File: config.mk
export PLATFORM = sky130hd
export DESIGN_NAME = ccff_bitstream_loader_flat
export DESIGN_NICKNAME = d
export VERILOG_FILES = /design/src/rtl/ccff_bitstream_loader_if.sv /design/src/rtl/ccff_bitstream_loader.sv /design/src/flat_wrapper.sv
export SDC_FILE = /design/constraint.sdc
export NUM_CORES = 1
export LEC_CHECK = 0
export ABC_AREA = 0
export BUFFER_PORTS_ARGS = -buffer_cell sky130_fd_sc_hd__buf_2
export CAP_MARGIN = 10
export CORE_MARGIN = 2
export CORE_UTILIZATION = 25
export CTS_CLUSTER_SIZE = 28
export DETAILED_ROUTE_END_ITERATION = 6
export PLACE_DENSITY = 0.42
export RECOVER_POWER = 25
export SYNTH_ARGS = -nofsm -noshare
export SYNTH_HDL_FRONTEND = slang
export SYNTH_SLANG_ARGS = --single-unit
File: constraint.sdc
create_clock -name prog_clk -period 5.4 [get_ports prog_clk]
set_input_delay 0.27 -clock prog_clk [delete_from_list [all_inputs] [get_ports prog_clk]]
set_output_delay 0.27 -clock prog_clk [all_outputs]
set_load 0.01 [all_outputs]
File: src/rtl/ccff_bitstream_loader_if.sv
// ccff_bitstream_loader_if: valid/ready bitstream word stream feeding the
// configuration-chain loader. The master drives words, the slave (loader)
// drives s_ready.
interface ccff_bitstream_loader_if #(
   parameter int DATA_W = 8
);
   logic [DATA_W-1:0] s_data;
   logic              s_valid;
   logic              s_ready;

   modport master (
      output s_data,
      output s_valid,
      input  s_ready
   );

   modport slave (
      input  s_data,
      input  s_valid,
      output s_ready
   );
endinterface

File: src/rtl/ccff_bitstream_loader.sv
// ccff_bitstream_loader: accepts bitstream words over a valid/ready stream and
// serializes them MSB-first onto ccff_head, pairing every bit with a registered
// ccff_shift_en for the chain clock gate. done rises once exactly the target
// number of shift events has occurred.
// Build macro CCFF_LOOPBACK_CHECK_EN: prepends the marker 8'hA5 before the
// bitstream and checks it as it leaves the chain on ccff_tail (sticky error).
module ccff_bitstream_loader #(
   parameter int CHAIN_LEN = 64,
   parameter int DATA_W    = 8,
   parameter int CNT_W     = 16
) (
   input  logic                   prog_clk,
   input  logic                   prog_rst_n,
   input  logic                   start,
   ccff_bitstream_loader_if.slave s_bus,
   output logic                   ccff_head,
   output logic                   ccff_shift_en,
   input  logic                   ccff_tail,
   output logic                   busy,
   output logic                   done,
   output logic                   error
);
   localparam int IDX_W = (DATA_W > 8) ? $clog2(DATA_W) : 3;
`ifdef CCFF_LOOPBACK_CHECK_EN
   localparam int MK_LEN = 8;
`else
   localparam int MK_LEN = 0;
`endif
   localparam logic [CNT_W-1:0] TARGET = CNT_W'(CHAIN_LEN + MK_LEN);
   localparam logic [7:0]       MARKER = 8'hA5;

   typedef enum logic [2:0] {
      ST_IDLE   = 3'd0,
      ST_MARKER = 3'd1,
      ST_FETCH  = 3'd2,
      ST_SHIFT  = 3'd3,
      ST_DONE   = 3'd4
   } state_t;

   state_t             r_state;
   state_t             w_next_state;
   state_t             w_first_state;
   logic [DATA_W-1:0]  r_sreg;
   logic [IDX_W-1:0]   r_idx;
   logic [IDX_W-1:0]   w_idx_next;
   logic [CNT_W-1:0]   r_total;      // shift events seen by the chain
   logic [CNT_W-1:0]   w_issued;     // bits handed to the chain (incl. one in flight)
   logic               r_head;
   logic               r_shift_en;
   logic               r_s_ready;
   logic               r_busy;
   logic               r_done;
   logic               w_issue;
   logic               w_bit;
   logic               w_load;
   logic               w_clear;

   // A bit registered on ccff_head is shifted one edge later, so it is already
   // committed and must be counted when deciding whether to issue another.
   assign w_issued = r_total + CNT_W'(r_shift_en);

`ifdef CCFF_LOOPBACK_CHECK_EN
   assign w_first_state = ST_MARKER;
`else
   assign w_first_state = ST_FETCH;
`endif

   // State register.
   always_ff @(posedge prog_clk or negedge prog_rst_n) begin
      if (!prog_rst_n) begin
         r_state <= ST_IDLE;
      end else begin
         r_state <= w_next_state;
      end
   end

   // Next-state decode plus per-cycle issue/load decisions.
   always_comb begin
      w_next_state = r_state;
      w_idx_next   = r_idx;
      w_issue      = 1'b0;
      w_bit        = 1'b0;
      w_load       = 1'b0;
      w_clear      = 1'b0;
      case (r_state)
         ST_IDLE, ST_DONE: begin
            if (start) begin
               w_clear      = 1'b1;
               w_next_state = w_first_state;
               w_idx_next   = IDX_W'(7);
            end else begin
               w_next_state = r_state;
            end
         end
         ST_MARKER: begin
            w_issue = 1'b1;
            w_bit   = MARKER[r_idx[2:0]];
            if (r_idx == {IDX_W{1'b0}}) begin
               w_next_state = ST_FETCH;
            end else begin
               w_idx_next = r_idx - IDX_W'(1);
            end
         end
         ST_FETCH: begin
            if (s_bus.s_valid && r_s_ready) begin
               w_load       = 1'b1;
               w_idx_next   = IDX_W'(DATA_W - 1);
               w_next_state = ST_SHIFT;
            end else begin
               w_next_state = ST_FETCH;
            end
         end
         ST_SHIFT: begin
            if (w_issued >= TARGET) begin
               // Last bit is on the wire this cycle; its shift event ends the load.
               w_next_state = ST_DONE;
            end else begin
               w_issue = 1'b1;
               w_bit   = r_sreg[r_idx];
               if ((w_issued + CNT_W'(1)) == TARGET) begin
                  // Remaining LSBs of this word are discarded.
                  w_next_state = ST_SHIFT;
               end else if (r_idx == {IDX_W{1'b0}}) begin
                  w_next_state = ST_FETCH;
               end else begin
                  w_idx_next = r_idx - IDX_W'(1);
               end
            end
         end
         default: begin
            w_next_state = ST_IDLE;
         end
      endcase
   end

   // Datapath, shift counter and registered outputs.
   always_ff @(posedge prog_clk or negedge prog_rst_n) begin
      if (!prog_rst_n) begin
         r_sreg     <= {DATA_W{1'b0}};
         r_idx      <= {IDX_W{1'b0}};
         r_total    <= {CNT_W{1'b0}};
         r_head     <= 1'b0;
         r_shift_en <= 1'b0;
         r_s_ready  <= 1'b0;
         r_busy     <= 1'b0;
         r_done     <= 1'b0;
      end else begin
         r_idx      <= w_idx_next;
         r_head     <= w_bit;
         r_shift_en <= w_issue;
         r_s_ready  <= (w_next_state == ST_FETCH);
         r_busy     <= (w_next_state != ST_IDLE) && (w_next_state != ST_DONE);
         r_done     <= (w_next_state == ST_DONE);
         if (w_load) begin
            r_sreg <= s_bus.s_data;
         end else begin
            r_sreg <= r_sreg;
         end
         if (w_clear) begin
            r_total <= {CNT_W{1'b0}};
         end else if (r_shift_en) begin
            r_total <= r_total + CNT_W'(1);
         end else begin
            r_total <= r_total;
         end
      end
   end

`ifdef CCFF_LOOPBACK_CHECK_EN
   logic [CNT_W-1:0] w_k;
   logic [2:0]       w_pos;
   logic             w_mk_bit;
   logic             r_error;

   // w_k is the 1-based index of the shift event happening at this edge;
   // events CHAIN_LEN+1..CHAIN_LEN+8 see the marker on ccff_tail, MSB first.
   assign w_k      = r_total + CNT_W'(1);
   assign w_pos    = 3'(TARGET - w_k);
   assign w_mk_bit = MARKER[w_pos];

   // Sticky loopback mismatch flag, cleared by a new start.
   always_ff @(posedge prog_clk or negedge prog_rst_n) begin
      if (!prog_rst_n) begin
         r_error <= 1'b0;
      end else if (w_clear) begin
         r_error <= 1'b0;
      end else if (r_shift_en && (w_k > CNT_W'(CHAIN_LEN)) && (w_k <= TARGET)
                   && (ccff_tail != w_mk_bit)) begin
         r_error <= 1'b1;
      end else begin
         r_error <= r_error;
      end
   end

   assign error = r_error;
`else
   logic w_unused_tail;
   assign w_unused_tail = ccff_tail;
   assign error         = 1'b0;
`endif

   assign s_bus.s_ready = r_s_ready;
   assign ccff_head     = r_head;
   assign ccff_shift_en = r_shift_en;
   assign busy          = r_busy;
   assign done          = r_done;

endmodule
File: src/flat_wrapper.sv
// flat-port wrapper written by rule: the top's interface ports become plain ports
module ccff_bitstream_loader_flat 
#(
   parameter int CHAIN_LEN = 64,
   parameter int DATA_W    = 8,
   parameter int CNT_W     = 16
)
  (prog_clk, prog_rst_n, start, ccff_head, ccff_shift_en, ccff_tail, busy, done, error, s_bus_s_data, s_bus_s_valid, s_bus_s_ready);
  ccff_bitstream_loader_if #(.DATA_W(DATA_W)) s_bus_i ();
  input  logic prog_clk;
  input  logic prog_rst_n;
  input  logic start;
  output logic ccff_head;
  output logic ccff_shift_en;
  input  logic ccff_tail;
  output logic busy;
  output logic done;
  output logic error;
  input wire logic [$bits(s_bus_i.s_data)-1:0] s_bus_s_data;
  input wire logic [$bits(s_bus_i.s_valid)-1:0] s_bus_s_valid;
  output wire logic [$bits(s_bus_i.s_ready)-1:0] s_bus_s_ready;
  assign s_bus_i.s_data = s_bus_s_data;
  assign s_bus_i.s_valid = s_bus_s_valid;
  assign s_bus_s_ready = s_bus_i.s_ready;
  ccff_bitstream_loader #(.CHAIN_LEN(CHAIN_LEN), .DATA_W(DATA_W), .CNT_W(CNT_W)) u_core (.prog_clk(prog_clk), .prog_rst_n(prog_rst_n), .start(start), .s_bus(s_bus_i), .ccff_head(ccff_head), .ccff_shift_en(ccff_shift_en), .ccff_tail(ccff_tail), .busy(busy), .done(done), .error(error));
endmodule
# Yosys cells after proc, flatten, opt, wreduce, memory -nomap -nowiden
# Memory sizes are Yosys's and may differ from the RTL's.
# Index checks and enable logic that the tools add are counted.
dict set report classes {
  addsub 4
  multipliers 0
  n_div 0
  magnitude_cmp 2
  eq_ne 12
  shifts 0
  mux 25
  bitwise_logic 0
  reduce_logical 9
}
# cell count
set op_table {}
lappend op_table {{$add 16x1->16 const B} 2}
lappend op_table {{$mux 16} 2}
lappend op_table {{$mux 3} 9}
lappend op_table {{$pmux 3 s4} 2}
lappend op_table {{$add 16x1->16} 1}
lappend op_table {{$eq 16x7->1 const B} 1}
lappend op_table {{$ge 16x7->1 const B} 1}
lappend op_table {{$eq 3x2->1 const B} 3}
lappend op_table {{$mux 1} 9}
lappend op_table {{$eq 3x3->1 const B} 2}
lappend op_table {{$logic_not 3->1} 2}
lappend op_table {{$ne 2x2->1 const B} 3}
lappend op_table {{$reduce_and 5->1} 1}
lappend op_table {{$lt 3x4->1 const B} 1}
lappend op_table {{$pmux 1 s2} 2}
lappend op_table {{$reduce_bool 4->1} 1}
lappend op_table {{$bmux 1 s3} 1}
lappend op_table {{$eq 3x1->1 const B} 1}
lappend op_table {{$ne 3x3->1 const B} 1}
lappend op_table {{$reduce_bool 3->1} 1}
lappend op_table {{$sub 3x1->3 const B} 1}
lappend op_table {{$logic_and 1x1->1} 2}
lappend op_table {{$ne 2x1->1 const B} 1}
lappend op_table {{$reduce_bool 2->1} 1}
lappend op_table {{$reduce_or 2->1} 1}
dict set report totals {
  ff_bits 35
  latchBits 0
  ram_bits 0
  romBits 8
  inputBits 13
  out_inout_bits 6
  memories 1
}
# memory depth width read_ports rd_clocked_by_memory_dff wr line
set memory_table {}
lappend memory_table {{(name not given)} 8 1 1 0 0 ccff_bitstream_loader.sv:97} ;# w_bit = MARKER[r_idx[2:0]];

# Depth between registers and ports, before layout
# Gate-level depths: netlist of the first run.
dict set report logic_depth {
  word_depth 8
  depth_mapped 9
  ltp_nobuf 9
}

# Least setup slack after synthesis of the first run
# Ideal clock, no wire load.
dict set report synth_path {
  path_kind {flip-flop to flip-flop}
  start {reg u_core.r_shift_en, in the netlist u_core.ccff_shift_en}
  end {reg u_core.r_idx[0]}
  t_arrival_ps 2317
  required_ps 5322
  setup_slack_ps 3005
  path_stages_with_launch 10
  synth_period_minus_slack_ps 2395
  cell_sequence {dfrtp_1 ha_1 ha_1 inv_1 nor4_1 xor2_1 a2111oi_2 nand4_1 a311oi_1 o21bai_1}
}
dict set report synth_between {
  elab_chain_cells 5
}
# element line
set synth_lines {}
lappend synth_lines {{start: declaration} ccff_bitstream_loader.sv:49} ;# logic r_shift_en;
lappend synth_lines {{start signal: assignment} ccff_bitstream_loader.sv:150} ;# r_shift_en <= w_issue;
lappend synth_lines {{$add 16x1->16 *} ccff_bitstream_loader.sv:60} ;# assign w_issued = r_total + CNT_W'(r_shift_en);
lappend synth_lines {{$add 16x1->16} ccff_bitstream_loader.sv:120} ;# if ((w_issued + CNT_W'(1)) == TARGET) begin
lappend synth_lines {{$eq 16x7->1} ccff_bitstream_loader.sv:120}
lappend synth_lines {{$ne 2x2->1 (no line)} --}
lappend synth_lines {{$reduce_and 5->1 (no line) *} --}
lappend synth_lines {{end signal: assignment} ccff_bitstream_loader.sv:140} ;# r_idx <= {IDX_W{1'b0}};
lappend synth_lines {{end signal: assignment} ccff_bitstream_loader.sv:148} ;# r_idx <= w_idx_next;
lappend synth_lines {{end: declaration} ccff_bitstream_loader.sv:44} ;# logic [IDX_W-1:0] r_idx;
# Mark *: on every way between the ends. The rest lies on a longest branch, timed or not.
# A chain may end at the register's enable or synchronous reset.

# Worst setup path in the final report of the first run
dict set report layout_path {
  start {reg u_core.r_shift_en, in the netlist u_core.ccff_shift_en}
  end {reg u_core.r_busy, in the netlist u_core.busy}
}
dict set report layout_between {
  elab_chain_cells 8
}
# element line
set layout_lines {}
lappend layout_lines {{$add 16x1->16 *} ccff_bitstream_loader.sv:60}
lappend layout_lines {{$add 16x1->16} ccff_bitstream_loader.sv:120}
lappend layout_lines {{$eq 16x7->1} ccff_bitstream_loader.sv:120}
lappend layout_lines {{$mux 3} ccff_bitstream_loader.sv:120}
lappend layout_lines {{$mux 3 *} ccff_bitstream_loader.sv:114} ;# if (w_issued >= TARGET) begin
lappend layout_lines {{$pmux 3 s4 *} ccff_bitstream_loader.sv:85} ;# case (r_state)
lappend layout_lines {{net u_core.w_next_state[0]} ccff_bitstream_loader.sv:41} ;# state_t w_next_state;
lappend layout_lines {{$ne 3x3->1 / $reduce_bool 3->1 (equally long branches)} ccff_bitstream_loader.sv:152} ;# r_busy <= (w_next_state != ST_IDLE) && (w_next_state != ST_DONE);
lappend layout_lines {{$logic_and 1x1->1 *} ccff_bitstream_loader.sv:152}
lappend layout_lines {{end signal: assignment} ccff_bitstream_loader.sv:152}
lappend layout_lines {{end: declaration} ccff_bitstream_loader.sv:51} ;# logic r_busy;
# Mark *: on every way through the listed nets, which the timed path passes. The rest lies on a longest branch.

==> results of run 1 <==
==> final cells by class <==
type,count,area [sq um],share of cell area
Sequential cell,35,875.8,0.3880
Clock buffer,6,82.58,0.03659
Clock inverter,1,5.005,0.002217
Inverter,8,30.03,0.01330
Timing Repair Buffer,18,93.84,0.04157
Tap cell,102,127.6,0.05654
Multi-Input combinational cell,149,1042,0.4618
==> flip-flops by register name (all words and copies together), names as in the netlist <==
register / count
u_core.r_total: 16
u_core.r_state: 3
u_core.busy: 1
u_core.ccff_shift_en: 1
u_core.r_idx: 3
u_core.done: 1
u_core.s_bus.s_ready: 1
u_core.ccff_head: 1
u_core.r_sreg: 8
==> layer usage <==
layer | part of all wire | up-vias | GRT usage
met5 | 0 | - | 0
met4 | 0.013 | 0 | 0.03261
met3 | 0.041 | 7 | 0.03210
met2 | 0.46 | 22 | 0.1577
met1 | 0.49 | 704 | 0.1369
li1 | - | 750 | -
==> per-stage QoR <==
stage | total power [W] | hold WS, ps | utilization
finish | 0.0009957 | 182.2 | 0.2891
CTS | 0.001015 | 97.50 | 0.2893
floorplan | 0.0007252 | -25.59 | -
detailed placement | 0.0008127 | 420.4 | 0.2780
global route | 0.001088 | 177.3 | 0.2891
global placement | 0.0008111 | 420.0 | 0.2780
==> layout by cell type (no fill, tap or decap), types with 3 or more instances in the layout <==
cell type | netlist | layout
mux2_2 | 10 | 10
a21oi_1 | 10 | 10
nand4_1 | 6 | 6
inv_1 | 8 | 8
and3_1 | 4 | 4
clkbuf_8 | 2 | 6
xor2_1 | 12 | 12
nor3_1 | 5 | 5
or2_2 | 3 | 3
buf_2 | 1 | 15
nor2_1 | 19 | 19
o21ai_0 | 5 | 5
nand3_1 | 10 | 10
nor4_1 | 3 | 3
ha_1 | 5 | 5
nand2_1 | 12 | 12
nand2b_1 | 3 | 3
or3_1 | 4 | 4
dfrtp_1 | 35 | 35
xnor2_1 | 5 | 5
==> power groups by stage <==
stage	Sequential, W	Clock [W]	Combinational, W
final	0.000449	0.000196	0.000350
after global routing	0.000467	0.000219	0.000402
after CTS	0.000453	0.000205	0.000357
after detailed placement	0.000457	0	0.000356
after global placement	0.000457	0	0.000354
after floorplan	0.000411	0	0.000314
==> critical path: cells and delay by family (launching register included) <==
kind,cells,cell delay [ps]
AND/OR/NAND/NOR,3,800
AO/OA/AOI/OAI,2,680
adder cells (fa/ha/maj),2,540
XOR/XNOR,1,120
flip-flops,1,470
buffers and inverters,1,80
==> synth_stat cells (all sizes together), types with 2 or more instances <==
| cell | number |
|---|---|
| a211oi | 2 |
| a21o | 2 |
| a21oi | 10 |
| a31oi | 2 |
| and3 | 4 |
| buf | 6 |
| clkbuf | 5 |
| dfrtp | 35 |
| ha | 5 |
| inv | 8 |
| mux2 | 10 |
| mux4 | 2 |
| nand2 | 12 |
| nand2b | 3 |
| nand3 | 10 |
| nand4 | 7 |
| nor2 | 19 |
| nor2b | 2 |
| nor3 | 6 |
| nor3b | 3 |
| nor4 | 3 |
| o21a | 2 |
| o21ai | 5 |
| o22ai | 2 |
| o31ai | 2 |
| o41ai | 2 |
| or2 | 3 |
| or3 | 4 |
| xnor2 | 5 |
| xor2 | 12 |
==> worst paths after layout <==
kind / from / endpoint / slack, ps / cells past startpoint
setup / recovery: u_core.ccff_shift_en$_DFF_PN0_ / u_core.busy$_DFF_PN0_ / 2650 / 9
hold / removal: start / u_core.done$_DFF_PN0_ / 180 / 2
setup reg to reg: u_core.ccff_shift_en$_DFF_PN0_ / u_core.busy$_DFF_PN0_ / 2650 / 9
hold reg to reg: u_core.r_sreg[0]$_DFFE_PN0P_ / u_core.r_sreg[0]$_DFFE_PN0P_ / 510 / 1
max in group asynchronous: prog_rst_n / u_core.r_total[10]$_DFFE_PN0P_ / 3790 / 1
min in group asynchronous: prog_rst_n / u_core.r_total[5]$_DFFE_PN0P_ / 500 / 1
==> cell families (layout without fill, tap and decap cells) <==
family | count (synthesis) | after routing | share of synthesized area
flip-flops | 35 | 35 | 0.4310
buffers and inverters | 19 | 33 | 0.05850
other | 1 | 1 | 0.001846
multiplexers | 13 | 13 | 0.08251
adder cells (fa/ha/maj) | 5 | 5 | 0.03079
AND/OR/NAND/NOR | 79 | 79 | 0.2100
AO/OA/AOI/OAI | 34 | 34 | 0.1121
XOR/XNOR | 17 | 17 | 0.07327
==> impl_metrics.csv, run 1 <==
group,metric,value,unit
outcome,status,"finished with violations",
outcome,violations,"max-capacitance violations, max-slew violations",
die,dieHeight,94.16,um
die,boundaryPins,19,
setup_path,cp.required,5630,ps
timing,skew,6.810,ps
cts,htreeDepth,2,
synth,syn_nets,221,
synth,yosysWarnings,0,
timing,relSlewSlack,-0.2796,
die,row_count,32,
power_and_ir_drop,p_leak,0.9667,nW
synth,yosys-top-cells-area,"dfrtp_1 43%, mux2_2 5.5%, xor2_1 5.2%",
hold_path,hold_path_class,"input port to flop",
placed_design,placed_cell_area,0.002171,sq mm
timing,min_period,2751,ps
cts,cts_max_path_buffers,2,
detailed_routing,vias_per_cell,4.649,
synth,syn_area,0.002032,sq mm
cts,insertion_delay,290,ps
synth,synth_top_area_frac,0.4310,
finish,n_antenna_cell,0,
setup_path,cp.arrival,2980,ps
setup_path,worstSetupPathType,"flop to flop",
placed_design,io_buffers,16,
cts,clockRootBuffer,"clkbuf_8",
placed_design,dp_hpwl,2873,um
cts,cts_tree,"done",
setup_path,worstPathMaxFanout,7,
flow_run,max_cap_violations,1,
global_routing,gr-total-overflow,0,
finish,syn_to_final_growth,11.08,%
timing,fmax,0.3635,GHz
setup_path,worstSetupEndpointType,"flop",
die,die_w,94.16,um
power_and_ir_drop,p_int,0.0006300,W
synth,ys_seq_elements,35,
cts,cts_made_buffers,5,
finish,fin_cells,319,
global_routing,grt_pass1_vias,1427,
placed_design,dp_slack,2626,ps
power_and_ir_drop,vdd_drop_max,0.1657,mV
placed_design,gp_congestion,0.7292,
detailed_routing,wl,4113,um
power_and_ir_drop,switching_share,0.3673,
cts,clk_pin_slew,70,ps
timing,hold_viol_final,0,
finish,nets,235,
setup_path,worst_path_most_repeated_cell,"ha_1",
timing,grt_setup_unrepaired,"false",
timing,finalCritPeriodShare,0.5095,
detailed_routing,postRouteAntennaNets,0,
global_routing,antenna_found_initial,0,
die,die-area,0.008865,sq mm
setup_path,critPathSlowestCell,"dfrtp_1",
cts,postCtsResizedCells,0,
synth,synth_flop_cell,"dfrtp_1",
global_routing,grt_usage,0.1025,
power_and_ir_drop,p_switching,0.0003657,W
timing,tightest_slew,1919,ps
power_and_ir_drop,clkPwrFrac,0.197,
detailed_routing,remaining_drc_errors,0,
global_routing,grt_first_pass_wirelength,7038,um
placed_design,dp.cells,312,
synth,synth-edff-count,0,
global_routing,grt_max_degree,36,
timing,fin_ws,2649,ps
synth,async_reset_ff_frac,1.000,
detailed_routing,drt-pass1-iter-count,4,
die,coreArea,0.007807,sq mm
finish,final_layout_size_suffix_gt1_frac,0.2074,
synth,yosysUniqueCellTypes,46,
power_and_ir_drop,power_density,441.1,mW/mm^2
cts,hold_buffers,0,
setup_path,crit_chain,"ha_1, ha_1, inv_1, nor4_1, xor2_1, a2111oi_2, nand3_1, a31oi_1, nand2b_1",
power_and_ir_drop,comb_power_share,0.351,
detailed_routing,drt-initial-drc-count,31,
power_and_ir_drop,seq_power_share,0.451,
synth,ys_seq_area_frac,0.4310,
synth,synth.avg_cell_area,10.01,sq um
synth,yosys.area.top_type,"dfrtp_1",
timing,drv_slew,36,
die,initial_core_util,0.2603,
detailed_routing,num_vias,1483,
synth,synth_cells,203,
cts,cts_setup_buffers,0,
timing,setup_viol,0,
setup_path,cp-start-kind,"flop",
setup_path,critPathMaxStageDelay,470,ps
timing,setup-tns-final,0,ps
detailed_routing,wl_per_cell,12.89,um
finish,fillers,843,
cts,clock-sinks,35,
finish,design_area,0.002257,sq mm
(Power assumes the default switching activity.)
==> inputs of run 2 (changes only) <==
==> constraint.sdc (replaced) <==
create_clock -name prog_clk -period 2.9 [get_ports prog_clk]
set_input_delay 0.145 -clock prog_clk [delete_from_list [all_inputs] [get_ports prog_clk]]
set_output_delay 0.145 -clock prog_clk [all_outputs]
set_load 0.01 [all_outputs]
==> run 2 against run 1 <==
  * First-iteration DRC count grew 84%
  * Clock skew is 0.92 ps higher
  * Core utilization increased by 0.93 points
  * Clock power grew to 2.7 times the previous value
  * Cell area rose by 3.2%
  * Critical path depth down 1
  * The run still ends with max-capacitance violations, max-slew violations left
  * Critical endpoint is now u_core.r_idx[0]$_DFFE_PN0P_
==> impl_metrics.csv, run 2 (same netlist as run 1, synthesis figures left out) <==
group,metric,value,unit
detailed_routing,postRouteAntennaNets,0,
die,die-area,0.008865,sq mm
setup_path,crit_family,"compound AO/OA/AOI/OAI gates",
setup_path,worstPathMaxFanout,7,
power_and_ir_drop,p_int,0.001336,W
timing,min_period,2516,ps
timing,hold_ws,66.54,ps
power_and_ir_drop,p_switching,0.0006852,W
cts,clock-sinks,35,
setup_path,cp.required,3110,ps
outcome,violations,"max-capacitance violations, max-slew violations",
global_routing,gr-total-overflow,0,
placed_design,dp_hpwl,2907,um
die,initial_core_util,0.2603,
hold_path,hold_depth,2,
flow_run,max_cap_violations,1,
cts,cts_made_buffers,5,
finish,final_cell_mix,"34 x dfrtp_1, 19 x nor2_1, 12 x nand2_1, 12 x xor2_1, 11 x buf_2",
cts,insertion_delay,290,ps
cts,cts_max_path_buffers,2,
power_and_ir_drop,clkPwrFrac,0.262,
power_and_ir_drop,seq_power_share,0.409,
finish,nets,238,
global_routing,grt_pass1_vias,1443,
finish,fillers,842,
setup_path,reg2regPathDepth,8,
setup_path,cp-start-kind,"flop",
timing,setup-tns-final,0,ps
outcome,status,"finished with violations",
finish,top_register,"u_core.r_total",
finish,syn_to_final_growth,14.65,%
finish,final_layout_size_suffix_gt1_frac,0.2036,
detailed_routing,wl,4035,um
setup_path,critPathMaxStageDelay,430,ps
power_and_ir_drop,switching_share,0.3391,
detailed_routing,drt-pass1-iter-count,4,
cts,htreeDepth,2,
timing,relSlewSlack,-0.3004,
detailed_routing,wl_per_cell,12.49,um
global_routing,antenna_found_initial,0,
detailed_routing,vias_per_cell,4.628,
setup_path,worstSetupEndpointType,"flop",
setup_path,cp.arrival,2720,ps
global_routing,grt_first_pass_wirelength,6982,um
setup_path,crit_chain,"ha_1, nand3_1, nor4_1, xor2_1, a2111oi_2, nand4_1, a311oi_1, o21bai_1",
power_and_ir_drop,power,0.002021,W
die,coreArea,0.007807,sq mm
global_routing,grt_max_degree,36,
timing,skew,7.734,ps
die,die_w,94.16,um
power_and_ir_drop,vdd_drop_max,0.4270,mV
die,boundaryPins,19,
setup_path,r2r_setup_slack,380,ps
die,row_count,32,
setup_path,critPathSlowestCell,"dfrtp_2",
power_and_ir_drop,power_density,867.4,mW/mm^2
cts,cts_setup_buffers,0,
timing,drv_slew,36,
cts,clk_pin_slew,80,ps
detailed_routing,remaining_drc_errors,0,
detailed_routing,drt-initial-drc-count,57,
global_routing,grt_usage,0.09985,
timing,fmax,0.3974,GHz
timing,setup_viol,0,
finish,final_common_cell,"dfrtp_1",
placed_design,gp_congestion,0.7000,
detailed_routing,num_vias,1495,
timing,finalCritPeriodShare,0.8677,
finish,top_regs,"u_core.r_total x16, u_core.r_sreg x8",
placed_design,io_buffers,16,
cts,clockRootBuffer,"clkbuf_8",
setup_path,crit_buf_inv,0,
power_and_ir_drop,comb_power_share,0.329,
cts,cts_tree,"done",
setup_path,worstSetupPathType,"flop to flop",
setup_path,worst-path-stages,8,
finish,n_antenna_cell,0,
finish,largest_register_ff_count,16,
hold_path,hold_path_class,"input port to flop",
timing,tightest_slew,1951,ps
timing,hold_viol_final,0,
power_and_ir_drop,p_leak,0.9859,nW
timing,grt_setup_unrepaired,"false",
die,dieHeight,94.16,um
## run 2: cell count changes in the layout (fill, tap and decap cells not counted)
cell           previous run  this run
bufinv_16                 0         2
buf_4                     2         4
clkinv_2                  1         0
clkbuf_1                  1         6
nor4_2                    0         1
buf_2                    15        11
dfrtp_1                  35        34
dfrtp_2                   0         1
clkbuf_8                  6         5
dlygate4sd3_1             0         1
nor4_1                    3         2
## run 2: worst paths after layout
path	to	startpoint
max reg2reg	u_core.r_idx[0]$_DFFE_PN0P_	u_core.ccff_shift_en$_DFF_PN0_
max	u_core.r_idx[0]$_DFFE_PN0P_	u_core.ccff_shift_en$_DFF_PN0_
min reg2reg	u_core.r_sreg[7]$_DFFE_PN0P_	u_core.r_sreg[7]$_DFFE_PN0P_
min	u_core.done$_DFF_PN0_	start
min in group asynchronous	u_core.r_total[5]$_DFFE_PN0P_	prog_rst_n
max in group asynchronous	u_core.ccff_shift_en$_DFF_PN0_	prog_rst_n
## run 2: repair_timing
item,4_1_cts,5_1_grt
endpoints found under the setup margin,0,3
endpoints found under the hold margin,35,0
hold buffers,1,0
resized for setup,0,2
## run 2: metal layers
layer / part of all wire / vias up / track usage
met4: 0.012 / 0 / 0.03261
li1: - / 758 / -
met1: 0.49 / 716 / 0.1316
met5: 0 / - / 0
met2: 0.47 / 16 / 0.1613
met3: 0.029 / 5 / 0.02327
## run 2: area by class of cell
type / count / area, sq um / area share
repair buffers: 21 / 113.9 / 0.04887
inverters: 8 / 30.03 / 0.01289
clock buffers: 6 / 72.57 / 0.03115
well taps: 102 / 127.6 / 0.05478
clock inverters: 2 / 60.06 / 0.02578
flip-flops and latches: 35 / 877.1 / 0.3765
multi-input cells: 149 / 1049 / 0.4501
## run 2: per-stage QoR
stage | area, sq um | setup WS (ps) | util | instances
after floorplan | 2032 | 505.1 | - | 203
after global placement | 2186 | 226.4 | 0.2800 | 314
after detailed placement | 2186 | 233.8 | 0.2800 | 314
after CTS | 2328 | 195.5 | 0.2982 | 323
after global routing | 2330 | 66.50 | 0.2984 | 323
final | 2330 | 383.6 | 0.2984 | 323
## run 2: power groups by stage
stage	Clock (W)	Sequential [W]	Combinational [W]
after floorplan	0	0.000765	0.000585
after global placement	0	0.000841	0.000675
after detailed placement	0	0.000838	0.000682
after CTS	0.000548	0.000829	0.000685
after global routing	0.000569	0.000859	0.000753
final	0.000530	0.000827	0.000664
